## src/rtl/idu.sv

```systemverilog
// Decode stage: fetch->decode pipeline register with valid/ready handshake
// and a combinational RV32I (+csrrw/csrrs/ecall/mret/ebreak) decoder.
module idu #(
    parameter int XLEN = 32
) (
    input  logic            clk,
    input  logic            rst,
    input  logic [XLEN-1:0] instF,
    input  logic [XLEN-1:0] pcF,
    input  logic [XLEN-1:0] snpcF,
    input  logic            s_valid,
    output logic            s_ready,
    output logic            m_valid,
    input  logic            m_ready,
    output logic [XLEN-1:0] instD,
    output logic [XLEN-1:0] pcD,
    output logic [XLEN-1:0] snpcD,
    output logic            mvalidD,
    output logic            mwenD,
    output logic [7:0]      mwmaskD,
    output logic [2:0]      mrtypeD,
    output logic [2:0]      cmp_typeD,
    output logic            branchD,
    output logic            jumpD,
    output logic            jalrD,
    output logic [2:0]      ALU_opD,
    output logic [1:0]      ALUsrc1D,
    output logic [1:0]      ALUsrc2D,
    output logic [2:0]      rdregsrcD,
    output logic [2:0]      inst_type,
    output logic            ecallD,
    output logic            mretD,
    output logic            write_csr,
    output logic            stop_sim
);

    localparam logic [2:0] ALU_ADD = 3'd0, ALU_SUB = 3'd1, ALU_AND = 3'd2, ALU_OR  = 3'd3,
                           ALU_XOR = 3'd4, ALU_SLL = 3'd5, ALU_SRL = 3'd6, ALU_SRA = 3'd7;
    localparam logic [1:0] S1_RS1 = 2'd0, S1_PC = 2'd1, S1_ZERO = 2'd2;
    localparam logic [1:0] S2_RS2 = 2'd0, S2_IMM = 2'd1, S2_CSR = 2'd2, S2_ZERO = 2'd3;
    localparam logic [2:0] RD_ALU = 3'd0, RD_MEM = 3'd1, RD_SNPC = 3'd2, RD_CMP = 3'd3,
                           RD_CSR = 3'd4, RD_NONE = 3'd5;
    localparam logic [2:0] T_I = 3'd0, T_S = 3'd1, T_R = 3'd2, T_U = 3'd3, T_J = 3'd4, T_B = 3'd5;

    localparam logic [6:0] OPC_LUI = 7'b0110111, OPC_AUIPC = 7'b0010111, OPC_JAL  = 7'b1101111,
                           OPC_JALR = 7'b1100111, OPC_BR   = 7'b1100011, OPC_LD   = 7'b0000011,
                           OPC_ST   = 7'b0100011, OPC_OPI  = 7'b0010011, OPC_OP   = 7'b0110011,
                           OPC_SYS  = 7'b1110011;

    // ---------------- pipeline register ----------------
    assign s_ready = ~m_valid | m_ready;

    always_ff @(posedge clk or negedge rst) begin
        if (!rst) begin
            m_valid <= 1'b0;
            instD   <= '0;
            pcD     <= '0;
            snpcD   <= '0;
        end else if (s_valid && s_ready) begin
            m_valid <= 1'b1;
            instD   <= instF;
            pcD     <= pcF;
            snpcD   <= snpcF;
        end else if (m_ready) begin
            m_valid <= 1'b0;
        end
    end

    // ---------------- decoder ----------------
    logic [6:0] opcode, funct7;
    logic [2:0] funct3;
    assign opcode = instD[6:0];
    assign funct3 = instD[14:12];
    assign funct7 = instD[31:25];

    // OP and OP-IMM share one table; only OP checks funct7 on non-shift ops,
    // since for OP-IMM those bits are immediate.
    logic       ar_ok, ar_cmp, is_op, f7_zero, f7_alt;
    logic [2:0] ar_alu, ar_cmpt;
    assign is_op   = (opcode == OPC_OP);
    assign f7_zero = (funct7 == 7'b0000000);
    assign f7_alt  = (funct7 == 7'b0100000);

    always_comb begin
        ar_ok   = 1'b1;
        ar_cmp  = 1'b0;
        ar_alu  = ALU_ADD;
        ar_cmpt = 3'd0;
        case (funct3)
            3'b000: begin
                if (is_op && f7_alt)                ar_alu = ALU_SUB;
                else if (is_op && !f7_zero)         ar_ok  = 1'b0;
            end
            3'b001: begin ar_alu = ALU_SLL; ar_ok = f7_zero; end
            3'b010: begin ar_alu = ALU_SUB; ar_cmp = 1'b1; ar_cmpt = 3'd2; ar_ok = !is_op || f7_zero; end
            3'b011: begin ar_alu = ALU_SUB; ar_cmp = 1'b1; ar_cmpt = 3'd4; ar_ok = !is_op || f7_zero; end
            3'b100: begin ar_alu = ALU_XOR; ar_ok = !is_op || f7_zero; end
            3'b101: begin
                ar_alu = f7_alt ? ALU_SRA : ALU_SRL;
                ar_ok  = f7_zero || f7_alt;
            end
            3'b110: begin ar_alu = ALU_OR;  ar_ok = !is_op || f7_zero; end
            default: begin ar_alu = ALU_AND; ar_ok = !is_op || f7_zero; end
        endcase
    end

    always_comb begin
        mvalidD   = 1'b0;
        mwenD     = 1'b0;
        mwmaskD   = 8'h00;
        mrtypeD   = 3'd0;
        cmp_typeD = 3'd0;
        branchD   = 1'b0;
        jumpD     = 1'b0;
        jalrD     = 1'b0;
        ALU_opD   = ALU_ADD;
        ALUsrc1D  = S1_RS1;
        ALUsrc2D  = S2_RS2;
        rdregsrcD = RD_NONE;
        inst_type = T_I;
        ecallD    = 1'b0;
        mretD     = 1'b0;
        write_csr = 1'b0;
        stop_sim  = 1'b0;
        case (opcode)
            OPC_LUI: begin
                ALUsrc1D = S1_ZERO; ALUsrc2D = S2_IMM; inst_type = T_U; rdregsrcD = RD_ALU;
            end
            OPC_AUIPC: begin
                ALUsrc1D = S1_PC; ALUsrc2D = S2_IMM; inst_type = T_U; rdregsrcD = RD_ALU;
            end
            OPC_JAL: begin
                jumpD = 1'b1; inst_type = T_J; rdregsrcD = RD_SNPC;
            end
            OPC_JALR: if (funct3 == 3'b000) begin
                jumpD = 1'b1; jalrD = 1'b1; inst_type = T_I; rdregsrcD = RD_SNPC;
            end
            OPC_BR: if (funct3 != 3'b010 && funct3 != 3'b011) begin
                branchD = 1'b1; ALU_opD = ALU_SUB; inst_type = T_B;
                case (funct3)
                    3'b000:  cmp_typeD = 3'd0;
                    3'b001:  cmp_typeD = 3'd1;
                    3'b100:  cmp_typeD = 3'd2;
                    3'b101:  cmp_typeD = 3'd3;
                    3'b110:  cmp_typeD = 3'd4;
                    default: cmp_typeD = 3'd5;
                endcase
            end
            OPC_LD: if (funct3 != 3'b011 && funct3 < 3'b110) begin
                mvalidD = 1'b1; ALUsrc2D = S2_IMM; inst_type = T_I; rdregsrcD = RD_MEM;
                case (funct3)
                    3'b000:  mrtypeD = 3'd0;
                    3'b001:  mrtypeD = 3'd1;
                    3'b010:  mrtypeD = 3'd2;
                    3'b100:  mrtypeD = 3'd3;
                    default: mrtypeD = 3'd4;
                endcase
            end
            OPC_ST: if (funct3 <= 3'b010) begin
                mvalidD = 1'b1; mwenD = 1'b1; ALUsrc2D = S2_IMM; inst_type = T_S;
                case (funct3)
                    3'b000:  mwmaskD = 8'h01;
                    3'b001:  mwmaskD = 8'h03;
                    default: mwmaskD = 8'h0F;
                endcase
            end
            OPC_OPI, OPC_OP: if (ar_ok) begin
                ALU_opD   = ar_alu;
                cmp_typeD = ar_cmpt;
                ALUsrc2D  = is_op ? S2_RS2 : S2_IMM;
                inst_type = is_op ? T_R : T_I;
                rdregsrcD = ar_cmp ? RD_CMP : RD_ALU;
            end
            OPC_SYS: begin
                if (funct3 == 3'b001) begin
                    write_csr = 1'b1; ALUsrc2D = S2_ZERO; rdregsrcD = RD_CSR;
                end else if (funct3 == 3'b010) begin
                    write_csr = 1'b1; ALUsrc2D = S2_CSR; ALU_opD = ALU_OR; rdregsrcD = RD_CSR;
                end else if (instD == 32'h0000_0073) begin
                    ecallD = 1'b1;
                end else if (instD == 32'h3020_0073) begin
                    mretD = 1'b1;
                end else if (instD == 32'h0010_0073) begin
                    stop_sim = 1'b1;
                end
            end
            default: ;
        endcase
    end

endmodule

```

## config.mk

```make
export PLATFORM = sky130hd
export DESIGN_NAME = idu
export DESIGN_NICKNAME = d
export VERILOG_FILES = /design/src/rtl/idu.sv
export SDC_FILE = /design/constraint.sdc
export NUM_CORES = 1
export LEC_CHECK = 0
export ABC_AREA = 1
export BUFFER_PORTS_ARGS = -buffer_cell sky130_fd_sc_hd__buf_2
export CELL_PAD_IN_SITES_DETAIL_PLACEMENT = 2
export CELL_PAD_IN_SITES_GLOBAL_PLACEMENT = 2
export CORE_MARGIN = 3
export CORE_UTILIZATION = 27
export CTS_BUF_LIST = sky130_fd_sc_hd__clkbuf_8
export DETAILED_ROUTE_END_ITERATION = 12
export PLACE_DENSITY = 0.92
export SYNTH_ARGS = -nofsm -noshare
export SYNTH_HDL_FRONTEND = slang
export SYNTH_SLANG_ARGS = --single-unit
```

## constraint.sdc

```tcl
create_clock -name clk -period 1.7 [get_ports clk]
set_clock_uncertainty 0.2 [all_clocks]
set_input_delay 0 -clock clk [delete_from_list [all_inputs] [get_ports clk]]
set_output_delay 0 -clock clk [all_outputs]
set_load 0.005 [all_outputs]
```

==> impl_metrics.tcl, run 1 <==
set metrics [dict create \
    critPathLaunch "instD[1]" \
    clockBufferDepth 2 \
    slew_violations 0 \
    setup_tns_ps -8950 \
    fin_ws_ps -454 \
    cts_tree "built" \
    status "finished with violations" \
    place_congestion 0.915 \
    yosysUniqueCellTypes 25 \
    ys_seq_area_share_pct 55.0 \
    io_pins 234 \
    violations "negative setup slack" \
    hp-start "pcF[12]" \
    met2_usage_pct 50.4 \
    arrival_ps 1950 \
    finalCoreUtilization_pct 48.2 \
    rsz0062_at_grt "yes" \
    wl_um 27500 \
    critPathLaunchType "register" \
    crit_fanout 3 \
    synth_top_flop_cell "dfrtp_1" \
    setup_viol 32 \
    yosysWarningCount 0 \
    worst-r2r-cell-count 4 \
    synth-async-reset-ratio_pct 100 \
    die_y_um 134 \
    clock-root-buffer "clkbuf_8" \
    fmax_mhz 464 \
    postSynthAreaPerCell_um2 11.0 \
    whs_ps 176 \
    regToRegEndpoint "instD[1]" \
    seq_area_mm2 0.00243 \
    clk_pin_slew_ps 120 \
    grt_pass1_vias 5522 \
    first_iter_violations 276 \
    cts.sinks 97 \
    wl_per_cell_um 27.6 \
    crit_path_end_kind "output port" \
    maxCapViolCount 0 \
    use_met1_pct 30.7 \
    viasPerCell 4.76 \
    rr_startpoint "m_valid" \
    multi_input_area_mm2 0.00196 \
    pwr_density_cell_mw_per_mm2 895 \
    power_leakage_nw 3.81 \
    vias 4746 \
    grt_max_degree 63 \
    clock_latency_ps 380 \
    rows 46 \
    postSynthCellCount 400 \
    synth-seq-cells 97 \
    final_cell_mix "buf_2 (225), dlygate4sd3_1 (100), dfrtp_1 (93)" \
    crit_end "rdregsrcD[0]" \
    fin_nets 871 \
    ff2ff_setup_slack_ps 0 \
    drc_errors 0 \
    synth_area_mm2 0.00441 \
    dieArea_mm2 0.0179 \
    syn2layout_area_growth_pct 74.1 \
    critical_path_class "reg -> out" \
    initial_core_util_pct 27.7 \
    layout_commonest_cell "buf_2" \
    grt.busiest_layer "met2" \
    fp.dieW_um 134 \
    htreeDepth 3 \
    period_share_pct 127 \
    numCtsBuffers 9 \
    fill_cells 1643 \
    grt_pass1_wl_um 36700 \
    grt_antenna_before_repair 6 \
    core-area_mm2 0.0159 \
    overflow 0 \
    ant_nets 0 \
    period_needed_ps 2150 \
    grt_util_met3_pct 7.31 \
    firstDrtPassIters 4 \
    vdd_ir_drop_max_uv 491 \
    hold_viol_final 0 \
    hpwl_um 14100 \
    grt_usage_pct 27.3 \
    portBuffers 229 \
    drive_gt1_share_pct 58.4 \
    preCtsSetupSlack_ps 7.18 \
    synth_edf_count 0 \
    hold_path_class "in -> reg" \
    cp_data_required_time_ps 1500 \
]
[flip-flops by register name (all words and copies together) (netlist names)]
| register | cells |
|---|---|
| instD | 32 |
| m_valid | 1 |
| pcD | 32 |
| snpcD | 32 |
[logic make-up after synthesis]
group,count (synthesis),share of synthesized area [%]
compound gates,27,3.40
flops,97,55.0
simple gates,141,15.6
buf+inv,57,6.21
other cells,1,0.0850
mux,77,19.7
[what timing repair did]
item,4_1_cts,5_1_grt
setup endpoints to repair,32,48
gates resized for setup,29,57
hold endpoints to repair,194,0
pin swaps,11,10
gates cloned,0,1
buffers inserted,12,16
hold buffers,100,0
[cell type report]
type / count / share of cell area (%)
clock inverters: 7 / 1.12
inverters: 38 / 1.96
diodes: 6 / 0.196
flip-flops and latches: 97 / 31.7
well taps: 216 / 3.52
repair buffers: 376 / 34.3
multi-input cells: 249 / 25.6
clock buffers: 9 / 1.61
[worst min path at each step]
stage          cells past startpoint  slack, ps         to
3_5_place_dp                       1       -390  snpcD[15]
6_report                           3        180    pcD[12]
5_1_grt                            3        180     pcD[8]
4_1_cts                            3        170  snpcD[15]
2_1_floorplan                      0       -500   instD[0]
3_3_place_gp                       1       -400  snpcD[15]
[synthesized netlist by cell type (2+ instances only)]
library cell,instances,area [um2]
o21ai_0,3,15.0
nand2_4,2,22.5
mux2_2,77,867
nand4_1,4,25.0
inv_1,27,101
nor2_1,47,176
nor2_4,4,45.0
nor3_1,4,20.0
buf_4,7,52.6
nor2_2,8,50.1
nand2_2,8,50.1
a21oi_1,22,110
inv_2,11,41.3
nand2_1,40,150
dfrtp_1,97,2430
nand3_1,19,95.1
buf_2,9,45.0
nand3_2,2,20.0
buf_6,3,33.8
[critical path: stages, from the launching register on]
cell,delay (ps)
dfrtp_1,410
nand2_2,110
buf_6,130
nor2_4,140
nand2_4,100
nor2_4,160
nand2_1,130
nand2_1,100
nor3_1,70
nand3_1,110
buf_2,120
[per-layer routing]
| layer | share of wire [%] | vias up |
|---|---|---|
| met1 | 37 | 2417 |
| met3 | 6.4 | 59 |
| met4 | 3.6 | 0 |
| met5 | 0 | - |
| met2 | 53 | 219 |
| li1 | - | 2051 |
[power breakdown]
part | switching, mW | total, mW | internal (mW) | leakage [nW]
clock network | 1.05 | 1.77 | 0.715 | 0.104
logic | 1.10 | 2.09 | 0.995 | 2.59
registers | 0.357 | 3.01 | 2.65 | 1.12
total | 2.51 | 6.87 | 4.36 | 3.81
[metrics by stage]
stage	instance area (um2)	total power, mW	std cells
2_1_floorplan	4420	3.56	403
3_3_place_gp	5900	4.28	847
3_5_place_dp	5900	4.43	847
4_1_cts	7290	6.35	975
5_1_grt	7680	7.13	998
6_report	7680	6.87	998
Note: power is estimated with default switching activity, not from simulation.
==> run 2: changes to the inputs <==
==> config.mk (replaced) <==
export PLATFORM = sky130hd
export DESIGN_NAME = idu
export DESIGN_NICKNAME = d
export VERILOG_FILES = /design/src/rtl/idu.sv
export SDC_FILE = /design/constraint.sdc
export NUM_CORES = 1
export LEC_CHECK = 0
export BUFFER_PORTS_ARGS = -buffer_cell sky130_fd_sc_hd__buf_2
export CELL_PAD_IN_SITES_DETAIL_PLACEMENT = 2
export CELL_PAD_IN_SITES_GLOBAL_PLACEMENT = 2
export CORE_MARGIN = 3
export CORE_UTILIZATION = 30
export CTS_BUF_LIST = sky130_fd_sc_hd__clkbuf_8
export DETAILED_ROUTE_END_ITERATION = 12
export PLACE_DENSITY = 0.95
export SLEW_MARGIN = 20
export SYNTH_ARGS = -nofsm -noshare
export SYNTH_HDL_FRONTEND = slang
export SYNTH_SLANG_ARGS = --single-unit
==> constraint.sdc (replaced) <==
create_clock -name clk -period 2.7 [get_ports clk]
set_clock_uncertainty 0.2 [all_clocks]
set_input_delay 0 -clock clk [delete_from_list [all_inputs] [get_ports clk]]
set_output_delay 0 -clock clk [all_outputs]
set_load 0.005 [all_outputs]
==> impl_metrics.tcl, run 2 <==
set metrics [dict create \
    stdcell_count 857 \
    dp_cells 733 \
    grt_pass1_vias 5109 \
    synth_xor_area_share_pct 0.612 \
    cpLargestDelayFamily "simple AND/OR/NAND/NOR gates" \
    vias 4296 \
    cts.sinks 97 \
    place_area_mm2 0.00566 \
    firstDrtPassIters 4 \
    place_congestion 0.791 \
    crit_path_end_kind "output port" \
    clock_latency_ps 380 \
    arrival_ps 2570 \
    wl_per_cell_um 28.1 \
    power_leakage_nw 3.34 \
    critPathSlowestCell "or4_4" \
    numCtsBuffers 9 \
    clock-root-buffer "clkbuf_8" \
    critical_path_class "reg -> out" \
    hp-start "pcF[23]" \
    grt_antenna_before_repair 3 \
    clk_pin_slew_ps 90 \
    first_iter_violations 195 \
    synth_top_flop_cell "dfrtp_1" \
    postSynthCellCount 334 \
    worst_hold_path.endpoint "pcD[23]" \
    hpwl_um 13400 \
    io_pins 234 \
    syn2layout_area_growth_pct 63.4 \
    layout_commonest_cell "buf_2" \
    setup_viol 5 \
    synth-seq-cells 97 \
    initial_core_util_pct 30.8 \
    clockBufferDepth 2 \
    grt_max_degree 45 \
    synth_edf_count 0 \
    grt_usage_pct 30.3 \
    critPathLaunch "instD[26]" \
    worst-r2r-cell-count 4 \
    wl_um 24100 \
    yosys.area_share.adder_pct 0 \
    final_cell_mix "buf_2 (228), dlygate4sd3_1 (100), mux2_2 (96), dfrtp_1 (96)" \
    pwr_density_cell_mw_per_mm2 573 \
    viasPerCell 5.01 \
    setup_tns_ps -170 \
    synth_compound_area_share_pct 5.80 \
    holdPathStages 3 \
    vdd_ir_drop_max_uv 239 \
    yosysWarningCount 0 \
    yosysMostFrequentCell "dfrtp_1" \
    core-area_mm2 0.0139 \
    rr_startpoint "m_valid" \
    synth_top_area_share_pct 56.5 \
    yosysUniqueCellTypes 44 \
    htreeDepth 3 \
    synth_area_mm2 0.00429 \
    fmax_mhz 361 \
    critPathBufInv 1 \
    ys_seq_area_share_pct 56.5 \
    tightest_slew_ps 635 \
    fin_nets 770 \
    max_stage_delay_ps 560 \
    period_share_pct 103 \
    drive_gt1_share_pct 55.6 \
    synth-async-reset-ratio_pct 100 \
    ff2ff_setup_slack_ps 590 \
    die_y_um 126 \
    status "finished with violations" \
    drc_errors 0 \
    hold_path_class "in -> reg" \
    postSynthAreaPerCell_um2 12.9 \
    ys_top_cells_by_area "dfrtp_1 (57%), mux2_2 (25%), nor3_1 (1.4%), nor2_1 (1.4%), o21ai_0 (1.3%)" \
    hold_viol_final 0 \
    fin_ws_ps -73.7 \
    synth_common_cells "dfrtp_1 (97), mux2_2 (96), nor2_1 (16), nand2_1 (14), nor3_1 (12)" \
    fill_cells 1391 \
    maxSlewHeadroom_pct 57.4 \
    rsz0062_at_grt "yes" \
    dieArea_mm2 0.0158 \
    cts_tree "built" \
    yosysTopAreaCell "dfrtp_1" \
    portBuffers 229 \
    violations "negative setup slack" \
    synth_top_family_by_area "multiplexers" \
    synth-simple-area-share_pct 8.63 \
    reg_top3 "instD (32), pcD (32), snpcD (32)" \
    overflow 0 \
    synth_mux_area_share_pct 25.2 \
    fp.dieW_um 126 \
    rows 43 \
    regToRegEndpoint "instD[16]" \
    ant_nets 0 \
    critPathLaunchType "register" \
    slew_violations 0 \
    grt_pass1_wl_um 35500 \
    cp_data_required_time_ps 2500 \
    period_needed_ps 2770 \
    crit_fanout 4 \
    crit_chain "or4_4 -> or4b_4 -> a21o_1 -> a32oi_2 -> o2111ai_2 -> buf_2" \
    maxCapViolCount 0 \
    final_area_mm2 0.00702 \
]
## run 2: cell types whose count changed after synthesis, moves of 11 or more
cell / before / now
nor2_1: 47 / 16
nand2_1: 40 / 14
inv_1: 27 / 6
mux2_2: 77 / 96
a21oi_1: 22 / 5
nand3_1: 19 / 4
inv_2: 11 / 0
## run 2: kinds of logic after synthesis
family                 after synthesis
other                                1
multiplexers                        96
XOR/XNOR                             3
AO/OA/AOI/OAI                       37
AND/OR/NAND/NOR                     70
buffers and inverters               30
flip-flops                          97
## run 2: how the worst max path moves through the flow
stage	cells after the start	endpoint	slack [ps]
2_1_floorplan	5	rdregsrcD[0]	560
3_3_place_gp	6	rdregsrcD[2]	320
3_5_place_dp	6	ALU_opD[0]	300
4_1_cts	6	rdregsrcD[0]	-70
5_1_grt	6	rdregsrcD[0]	-180
6_report	6	rdregsrcD[0]	-70
## run 2: stage by stage
| stage | total power [mW] | setup WS, ps | utilization (%) | hold slack, ps |
|---|---|---|---|---|
| floorplan | 2.23 | 556 | - | -496 |
| global placement | 2.67 | 322 | 40.6 | -186 |
| detailed placement | 2.77 | 295 | 40.6 | -169 |
| CTS | 3.83 | -68.4 | 49.6 | 175 |
| global route | 4.18 | -182 | 50.3 | 202 |
| finish | 4.02 | -73.7 | 50.3 | 206 |
## run 2: repair_timing
action,CTS,global route
resized for setup,3,17
setup buffers,4,1
hold buffers,101,0
setup endpoints to repair,8,12
pin swaps,3,5
endpoints found under the hold margin,164,0
## run 2: layout make-up
cell class	count	area [um2]	area share, %
sequential	97	2430	34.6
timing repair buffer	345	2300	32.8
multi-input combinational	210	1850	26.3
tap	180	225	3.21
clock buffer	11	151	2.16
clock inverter	5	30.0	0.428
inverter	7	26.3	0.375
antenna	2	5.00	0.0713
## run 2: worst reg2reg max path: cells and delay by family (launching register included)
kind                   cells  cell delay, ps
buffers and inverters      1             400
DFF                        1             420
muxes                      1             410
and+or+nand+nor            2             560
## run 2: routing by layer
| layer | up-vias | part of all wire, % | GRT usage [%] |
|---|---|---|---|
| met5 | - | 0.054 | 0 |
| met4 | 2 | 2.4 | 10.8 |
| met3 | 41 | 6.0 | 8.40 |
| met2 | 208 | 51 | 52.0 |
| met1 | 2187 | 40 | 36.5 |
| li1 | 1858 | - | - |
## run 2: power by group
group | total (mW) | leakage (nW) | internal (mW) | switching (mW)
registers | 1.92 | 1.13 | 1.67 | 0.256
clock network | 0.961 | 0.0969 | 0.384 | 0.577
logic | 1.14 | 2.11 | 0.574 | 0.562
